--- config.mk ---
export PLATFORM = sky130hd
export DESIGN_NAME = multicycle_ctrl
export DESIGN_NICKNAME = d
export VERILOG_FILES = /design/src/rtl/ctrl_pkg.sv /design/src/rtl/alu_decoder.sv /design/src/rtl/multicycle_ctrl.sv
export SDC_FILE = /design/constraint.sdc
export NUM_CORES = 1
export LEC_CHECK = 0
export CELL_PAD_IN_SITES_DETAIL_PLACEMENT = 0
export CELL_PAD_IN_SITES_GLOBAL_PLACEMENT = 2
export CORE_MARGIN = 5
export CORE_UTILIZATION = 27
export CTS_BUF_LIST = sky130_fd_sc_hd__clkbuf_8
export DETAILED_ROUTE_END_ITERATION = 8
export GPL_TIMING_DRIVEN = 0
export PLACE_DENSITY_LB_ADDON = 0.1
export SLEW_MARGIN = 15
export SYNTH_ARGS = -nofsm -noshare
export SYNTH_HDL_FRONTEND = slang
export SYNTH_SLANG_ARGS = --single-unit
--- constraint.sdc ---
create_clock -name clk -period 2.33 [get_ports clk]
set_input_delay 0.3495 -clock clk [delete_from_list [all_inputs] [get_ports clk]]
set_output_delay 0.3495 -clock clk [all_outputs]
set_load 0.02 [all_outputs]
--- src/rtl/ctrl_pkg.sv ---
// ctrl_pkg: shared encodings for the multi-cycle RV32I control unit
// Holds the FSM state encoding, RV32I opcodes, ALU operation codes,
// the instruction-class enum and the opcode/funct3 class decoder.
package ctrl_pkg;

    typedef enum logic [2:0] {
        S_IF  = 3'd0,
        S_ID  = 3'd1,
        S_EX  = 3'd2,
        S_MEM = 3'd3,
        S_WB  = 3'd4
    } state_t;

    typedef enum logic [2:0] {
        C_NOP,
        C_R,
        C_I,
        C_LW,
        C_SW,
        C_BEQ
    } iclass_t;

    localparam logic [6:0] OP_R   = 7'b0110011;
    localparam logic [6:0] OP_I   = 7'b0010011;
    localparam logic [6:0] OP_LW  = 7'b0000011;
    localparam logic [6:0] OP_SW  = 7'b0100011;
    localparam logic [6:0] OP_BEQ = 7'b1100011;

    localparam logic [3:0] ALU_AND = 4'b0000;
    localparam logic [3:0] ALU_OR  = 4'b0001;
    localparam logic [3:0] ALU_ADD = 4'b0010;
    localparam logic [3:0] ALU_SUB = 4'b0110;
    localparam logic [3:0] ALU_SLT = 4'b0111;
    localparam logic [3:0] ALU_SRL = 4'b1000;
    localparam logic [3:0] ALU_SLL = 4'b1001;
    localparam logic [3:0] ALU_SRA = 4'b1010;
    localparam logic [3:0] ALU_XOR = 4'b1101;

    // Loads, stores and branches are only recognised with their single
    // supported funct3; any other encoding falls through to NOP.
    function automatic iclass_t decode_class(input logic [6:0] op, input logic [2:0] f3);
        return op == OP_R                    ? C_R   :
               op == OP_I                    ? C_I   :
               (op == OP_LW  && f3 == 3'b010) ? C_LW  :
               (op == OP_SW  && f3 == 3'b010) ? C_SW  :
               (op == OP_BEQ && f3 == 3'b000) ? C_BEQ : C_NOP;
    endfunction

endpackage

--- src/rtl/alu_decoder.sv ---
// alu_decoder: maps instruction class, funct3 and funct7[5] to ALUCtrl
// Ports:
//   cls_i      instruction class
//   funct3_i   instr[14:12]
//   funct7b5_i instr[30]
//   alu_ctrl_o ALU operation code
module alu_decoder
    import ctrl_pkg::*;
(
    input  iclass_t    cls_i,
    input  logic [2:0] funct3_i,
    input  logic       funct7b5_i,
    output logic [3:0] alu_ctrl_o
);

    always_comb begin
        alu_ctrl_o = ALU_ADD;
        if (cls_i == C_BEQ)
            alu_ctrl_o = ALU_SUB;
        else if (cls_i == C_R || cls_i == C_I)
            case (funct3_i)
                // funct7[5] selects SUB only for register-register ops; ADDI
                // carries immediate bits there.
                3'b000:  alu_ctrl_o = (cls_i == C_R && funct7b5_i) ? ALU_SUB : ALU_ADD;
                3'b001:  alu_ctrl_o = ALU_SLL;
                3'b010:  alu_ctrl_o = ALU_SLT;
                3'b100:  alu_ctrl_o = ALU_XOR;
                3'b101:  alu_ctrl_o = funct7b5_i ? ALU_SRA : ALU_SRL;
                3'b110:  alu_ctrl_o = ALU_OR;
                3'b111:  alu_ctrl_o = ALU_AND;
                default: alu_ctrl_o = ALU_ADD;
            endcase
    end

endmodule

--- src/rtl/multicycle_ctrl.sv ---
// multicycle_ctrl: IF/ID/EX/MEM/WB sequencer and decoder for an RV32I datapath
// Ports:
//   clk, rst          clock, asynchronous active-low reset
//   en                run enable, sampled in IF
//   instr             instruction word, stable from ID through WB
//   Zero              ALU zero flag
//   dmem_ready        data-memory access complete
//   PCSrc, loadPC     PC source select and PC load strobe
//   ALUSrc, ALUCtrl   ALU operand-2 select and operation
//   RegWrite, MemToReg register write strobe and write-back source
//   MemRead, MemWrite data-memory strobes
//   illegal           pulse in WB for an unsupported instruction
//   state             FSM state for debug
//   retired           completed-instruction count
module multicycle_ctrl
    import ctrl_pkg::*;
#(
    parameter int CNT_W = 32
) (
    input  logic             clk,
    input  logic             rst,
    input  logic             en,
    input  logic [31:0]      instr,
    input  logic             Zero,
    input  logic             dmem_ready,
    output logic             PCSrc,
    output logic             ALUSrc,
    output logic             RegWrite,
    output logic             MemToReg,
    output logic             loadPC,
    output logic [3:0]       ALUCtrl,
    output logic             MemRead,
    output logic             MemWrite,
    output logic             illegal,
    output logic [2:0]       state,
    output logic [CNT_W-1:0] retired
);

    state_t           state_q, state_d;
    iclass_t          cls_q, cls_d;
    logic             alu_src_q, alu_src_d;
    logic             mem_to_reg_q, mem_to_reg_d;
    logic [3:0]       alu_ctrl_q, alu_ctrl_d;
    logic [CNT_W-1:0] retired_q, retired_d;
    logic             unused_instr_bits;

    // Register numbers and immediate bits are the datapath's business.
    assign unused_instr_bits = ^{instr[31], instr[29:15], instr[11:7]};

    assign cls_d        = decode_class(instr[6:0], instr[14:12]);
    assign alu_src_d    = cls_d inside {C_I, C_LW, C_SW};
    assign mem_to_reg_d = cls_d == C_LW;
    assign retired_d    = retired_q + CNT_W'(state_q == S_WB);

    alu_decoder u_alu_decoder (
        .cls_i      (cls_d),
        .funct3_i   (instr[14:12]),
        .funct7b5_i (instr[30]),
        .alu_ctrl_o (alu_ctrl_d)
    );

    always_ff @(posedge clk or negedge rst) begin
        if (!rst)
            state_q <= S_IF;
        else
            state_q <= state_d;
    end

    // Decode is captured once on the ID exit and held until the next one.
    always_ff @(posedge clk or negedge rst) begin
        if (!rst) begin
            cls_q        <= C_NOP;
            alu_src_q    <= 1'b0;
            mem_to_reg_q <= 1'b0;
            alu_ctrl_q   <= ALU_ADD;
            retired_q    <= '0;
        end else begin
            if (state_q == S_ID) begin
                cls_q        <= cls_d;
                alu_src_q    <= alu_src_d;
                mem_to_reg_q <= mem_to_reg_d;
                alu_ctrl_q   <= alu_ctrl_d;
            end
            retired_q <= retired_d;
        end
    end

    always_comb begin
        state_d = state_q;
        case (state_q)
            S_IF:    state_d = en ? S_ID : S_IF;
            S_ID:    state_d = S_EX;
            S_EX:    state_d = S_MEM;
            S_MEM:   state_d = ((cls_q == C_LW || cls_q == C_SW) && !dmem_ready) ? S_MEM : S_WB;
            S_WB:    state_d = S_IF;
            default: state_d = S_IF;
        endcase
    end

    always_comb begin
        MemRead  = state_q == S_MEM && cls_q == C_LW;
        MemWrite = state_q == S_MEM && cls_q == C_SW;
        RegWrite = state_q == S_WB && cls_q inside {C_R, C_I, C_LW};
        loadPC   = state_q == S_WB;
        PCSrc    = state_q == S_WB && cls_q == C_BEQ && Zero;
        illegal  = state_q == S_WB && cls_q == C_NOP;
    end

    assign ALUSrc   = alu_src_q;
    assign MemToReg = mem_to_reg_q;
    assign ALUCtrl  = alu_ctrl_q;
    assign state    = state_q;
    assign retired  = retired_q;

endmodule

==> run metrics, run 1 <==
status=finished, final reports clean; Worst-Skew Late Latency=290 ps; Initial DRC Count=25; via count=1710; # DRC=0; Max VDD drop=314 uV; post-synth cell types=42; Final ANT Viol Nets=0; Total Power=2.12 mW; Max-Slew Margin vs Limit=65.4%; initial antenna violation count=0; Via density=4.51; Max Transition Viols Final=0; CTS tree=yes; Rows=32; Fin. Hold Viols=0; met2 Use GR=17.3%; Starting Density=27.6%; Filler cells=773; minimum hold slack=~24 ps; Detailed Routing Iterations Pass 1=4; worst clock skew=6.98 ps; Final Net Count=315; final setup violation count=0; GRT Overall Usage=10.9%; die width=~99 um; core area=between 0.007 and 0.008 sq mm; GPL Wtd Cong=roughly 0.72; Mapped Avg Cell Area=approximately 11 sq um; Synth area leader=dfrtp_1; Tmin final=2240 ps; met1 Use GR=14.3%; asr flop ratio synth=100%; period utilization=96.2%; die span in y=98.9 um; crit path capture type=primary output; synthesized area=0.00213 sq mm; Yosys reg bits=44; pin count of the biggest net entering global routing=25; number of top-level pins=84; sequential area share after synthesis=51.6%; M3 GR Usage=between 3 and 4%; count leader, synth=dfrtp_1; largest cells by area after synthesis=dfrtp_1 (50%), xor2_1 (9.4%), nor2_1 (4.0%); cell count after synthesis=200; Detailed Route WL=5300 um; Worst EP arrival=1890 ps; vias in the first global route=1730; IO Port Bufs=62; CP Data Required Time=1980 ps; Slew @ Worst Pin=about 520 ps; Root Buffer=clkbuf_8; busiest grt layer=met2; first-pass GRT wire length=~8700 um; Crit Path Class=reg -> out; Pwr Density=approximately 700 mW/mm^2; Max Freq=446 MHz; Wirelength per Cell=14.0 um; Syn Nets=approximately 240; Cell Area, Placed=0.00290 sq mm; crit path launch type=register; LEAKAGE=1.40 nW; share of layout cells above drive strength 1=17.0%; Synth top area share=50.4%; die area=about 0.01 sq mm; clock sinks=44; Clock H-tree levels=2; Reg clk slew, reported paths=80 ps; Commonest cells post-synth=dfrtp_1 (43), nor2_1 (23), xor2_1 (23), nand2_1 (16), nand3_1 (11); max capacitance violation total=0; top_reg_cell synth=dfrtp_1; number of CTS-inserted buffers=5; Post-synth EDFFs=0; final instance area=around 0.0031 sq mm; DP HPWL=~3800 um; total gr overflow=0; clk buf depth=2; final core utilization=40.3%; ANT cells=0; Syn-to-layout area delta=46.0%; Ys Warns=0; worst-path fanout max=4; HP Class=in -> async
[critical path, cell delays in order (launching register included)]
cell,delay [ps]
dfrtp_2,420
buf_4,130
nand2_1,50
or2_2,290
nor2_1,100
clkdlybuf4s50_1,610
[sequential cells by signal, indices dropped and copies added, names as in the netlist]
register and flops:
retired 32, MemToReg 1, ALUSrc 1, ALUCtrl 4, cls_q 3, state 3
[cell usage in the layout (no fill, tap or decap), drive strengths merged, types with 2 or more instances in the layout]
| master | instances |
|---|---|
| nor4 | 10 |
| a21oi | 5 |
| clkdlybuf4s50 | 60 |
| xnor2 | 8 |
| a211oi | 2 |
| nand2 | 16 |
| and4 | 4 |
| nor2 | 23 |
| clkbuf | 7 |
| nand3b | 2 |
| nand4b | 2 |
| inv | 9 |
| or2 | 2 |
| dfrtp | 43 |
| o31ai | 2 |
| and3 | 3 |
| nor3 | 11 |
| buf | 12 |
| ha | 2 |
| xor2 | 23 |
| o211ai | 2 |
| nand3 | 11 |
| nand4 | 4 |
[area by class of cell]
type | count | area (sq um) | area share, %
Buffer | 5 | 38.8 | 1.24
Sequential cell | 44 | 1100 | 35.4
Clock inverter | 2 | 7.51 | 0.241
Multi-Input combinational cell | 144 | 1050 | 33.8
Tap cell | 102 | 128 | 4.09
Inverter | 7 | 26.3 | 0.843
Clock buffer | 6 | 82.6 | 2.65
Timing Repair Buffer | 69 | 677 | 21.7
[power by group]
group / total (mW) / leakage [nW] / internal (mW) / switching (mW)
sequential: 0.969 / 0.592 / 0.864 / 0.105
clock: 0.491 / 0.0538 / 0.234 / 0.257
combinational: 0.658 / 0.756 / 0.322 / 0.336
[repair_timing]
action,in CTS,in global routing
pin swaps,0,1
hold buffers,0,0
gates resized for setup,6,15
setup buffers,1,4
gates cloned,0,1
setup endpoints to repair,8,23
[through the flow]
| stage | setup WS, ps | TNS, ps | instances |
|---|---|---|---|
| 2_1_floorplan | 46.2 | 0 | 200 |
| 4_1_cts | 8.06 | 0 | 374 |
| 3_5_place_dp | -91.8 | -341 | 365 |
| 6_report | 89.2 | 0 | 379 |
| 5_1_grt | -0.981 | -0.981 | 379 |
| 3_3_place_gp | -418 | -18370 | 364 |
[worst paths after layout]
path / startpoint / end / slack, ps / cells after the start
worst min-delay path: rst / retired[28] / 20 / 1
worst max register to register: state[0] / retired[18] / 170 / 10
max in group asynchronous: rst / ALUCtrl[0] / 1800 / 2
worst max-delay path: state[1] / MemRead / 90 / 5
worst min register to register: retired[31] / retired[31] / 470 / 1
min in group clk: retired[31] / retired[31] / 470 / 1
[routing by layer]
layer	routed length [um]	vias to the layer above
li1	-	849
met1	2520	814
met2	2430	42
met3	298	5
met4	51	0
met5	0	-
[kinds of logic after synthesis]
logic type	count (synthesis)	synth area share, %
adder cells (fa/ha/maj)	2	1.17
flip-flops	44	51.6
AND/OR/NAND/NOR	93	25.6
AO/OA/AOI/OAI	17	5.63
XOR/XNOR	31	12.7
multiplexers	1	0.528
buffers and inverters	12	2.76
Power figures use the tool's default switching activity.
==> inputs of run 2 (changes only) <==
--- a/config.mk
+++ b/config.mk
@@ -5,14 +5,14 @@
 export SDC_FILE = /design/constraint.sdc
 export NUM_CORES = 1
 export LEC_CHECK = 0
-export CELL_PAD_IN_SITES_DETAIL_PLACEMENT = 0
-export CELL_PAD_IN_SITES_GLOBAL_PLACEMENT = 2
+export ABC_CLOCK_PERIOD_IN_PS = 2330
 export CORE_MARGIN = 5
-export CORE_UTILIZATION = 27
+export CORE_UTILIZATION = 45
 export CTS_BUF_LIST = sky130_fd_sc_hd__clkbuf_8
+export CTS_CLUSTER_SIZE = 30
 export DETAILED_ROUTE_END_ITERATION = 8
 export GPL_TIMING_DRIVEN = 0
-export PLACE_DENSITY_LB_ADDON = 0.1
+export PLACE_DENSITY = 0.82
 export SLEW_MARGIN = 15
 export SYNTH_ARGS = -nofsm -noshare
 export SYNTH_HDL_FRONTEND = slang
==> run 2 against run 1 <==
Net effect: design area decreased by 2.1%; core utilization increased by 25 points; clock-buffer cell count decreased by 1.
==> run metrics, run 2 (same netlist as run 1, synthesis figures left out) <==
status=finished, final reports clean; Slew @ Worst Pin=376 ps (-143 ps); IO Port Bufs=62 (unchanged); initial antenna violation count=0 (unchanged); Cell Area, Placed=0.00284 sq mm (-2.1%); minimum hold slack=480 ps (+456 ps); number of top-level pins=84 (unchanged); Detailed Route WL=4770 um (-10%); vias in the first global route=1825 (+5.5%); Starting Density=45.8% (+18 points); Final Net Count=315 (unchanged); Detailed Routing Iterations Pass 1=4 (unchanged); number of CTS-inserted buffers=5 (unchanged); most common cell after layout, fill and taps aside=clkdlybuf4s50_1; Wirelength per Cell=14.4 um (+3.0%); Max Freq=451 MHz (+0.97%); via count=1752 (+2.5%); Reg clk slew, reported paths=80 ps (about the same); combinational group share of total power=30.0% (-1.1 points); Max Transition Viols Final=0 (unchanged); most frequent cells in the layout=clkdlybuf4s50_1 (60), dfrtp_1 (41), xor2_1 (23), nor2_1 (22), nand2_1 (16); Crit Path Class=reg -> out; Root Buffer=clkbuf_8; Crit-path slowest cell=clkdlybuf4s50_1; Clock H-tree levels=2 (unchanged); Rows=25 (-22%); die width=78.9 um (-20%); Max VDD drop=561 uV (+78%); CP peak stage delay=610 ps (about the same); die area=0.00622 sq mm (-36%); core area=0.00466 sq mm (-40%); final core utilization=65.4% (+25 points); P_int=1.50 mW (+5.4%); pin count of the biggest net entering global routing=32 (+28%); Seq pwr share=44.2% (-1.6 points); Initial DRC Count=61 (+140%); Tmin final=2220 ps (-21.5 ps); Post-Place Cells=317 (-13%); worst-path fanout max=4 (unchanged); CTS tree=yes; ANT cells=0 (unchanged); DP HPWL=3450 um (-9.9%); GPL Wtd Cong=0.772 (+6.9%); # DRC=0 (unchanged); crit path capture type=primary output; max reg flops=32 (unchanged); GRT Overall Usage=16.2% (+5.3 points); LEAKAGE=1.39 nW (-0.80%); worst clock skew=2.32 ps (-4.66 ps); Worst-Skew Late Latency=290 ps (about the same); worst-path cell chain=buf_4 -> nand2_1 -> or2_2 -> nor2_1 -> clkdlybuf4s50_1; clk buf depth=2 (unchanged); die span in y=78.9 um (-20%); Worst EP arrival=1870 ps (-20 ps); total gr overflow=0 (unchanged); clock sinks=44 (unchanged); Syn-to-layout area delta=42.9%; CP Data Required Time=1980 ps (about the same); Max-Slew Margin vs Limit=74.7% (+9.3 points); post-route insts no fill=331 (-13%); Net Sw Frac=31.5% (-1.4 points); max capacitance violation total=0 (unchanged); period utilization=95.2% (-0.92 points); Net Switching=689 uW (-1.3%); Via density=5.29 (+17%); Fin. Hold Viols=0 (unchanged); crit path launch type=register; Clock power frac=25.8% (+2.6 points); final setup violation count=0 (unchanged); Pwr Density=717 mW/mm^2 (+5.5%); Setup TNS=0 ps (unchanged); share of layout cells above drive strength 1=15.9% (-1.1 points); HP Class=reg -> reg; first-pass GRT wire length=8190 um (-5.8%); final instance area=0.00305 sq mm (-2.1%); Final ANT Viol Nets=0 (unchanged)
==> run 2: worst paths after layout <==
path / startpoint / end / slack, ps / depth (start not counted)
worst max-delay path: state[0] / MemRead / 110 / 5
worst min-delay path: ALUCtrl[0] / ALUCtrl[0] / 480 / 2
worst max register to register: state[0] / retired[18] / 120 / 10
worst min register to register: ALUCtrl[0] / ALUCtrl[0] / 480 / 2
max in group asynchronous: rst / ALUCtrl[1] / 1310 / 3
min in group asynchronous: rst / retired[18] / 490 / 2
==> run 2: final cells by class <==
class / count / area, sq um
Fill cell: 359 / 1610
Sequential cell: 44 / 1100
Multi-Input combinational cell: 144 / 1020
Timing Repair Buffer: 69 / 679
Clock buffer: 5 / 68.8
Tap cell: 54 / 67.6
Buffer: 5 / 41.3
Clock inverter: 3 / 38.8
Inverter: 7 / 26.3
==> run 2: through the flow <==
| step | total power [mW] | setup slack (ps) |
|---|---|---|
| 3_3_place_gp | 1.55 | -213 |
| 6_report | 2.19 | 111 |
| 5_1_grt | 2.33 | -29.4 |
| 2_1_floorplan | 1.28 | 46.2 |
| 4_1_cts | 2.14 | 11.8 |
| 3_5_place_dp | 1.57 | -36.6 |
==> run 2: critical path, delay by kind of cell, from the launching register on <==
kind,cells,cell delay [ps]
buffers and inverters,2,730
flip-flops,1,400
AND/OR/NAND/NOR,3,440
==> run 2: power groups by stage <==
stage	clock network (mW)	registers, mW	logic [mW]
3_3_place_gp	0	0.978	0.576
5_1_grt	0.617	0.986	0.723
3_5_place_dp	0	0.980	0.592
6_report	0.564	0.966	0.656
2_1_floorplan	0	1.05	0.228
4_1_cts	0.576	0.968	0.593
==> run 2: per-layer routing <==
| layer | vias to the layer above | wire length, um | GRT usage, % |
|---|---|---|---|
| met5 | - | 0 | 0 |
| met4 | 0 | 34 | 4.81 |
| met3 | 4 | 312 | 4.31 |
| met2 | 60 | 2240 | 26.9 |
| met1 | 841 | 2180 | 20.9 |
| li1 | 847 | - | - |
==> run 2: timing repair <==
item	4_1_cts	5_1_grt
cloned	0	1
resized for setup	5	13
hold endpoints to repair	13	0
setup endpoints to repair	6	18
setup buffers	0	4
hold buffers	1	0
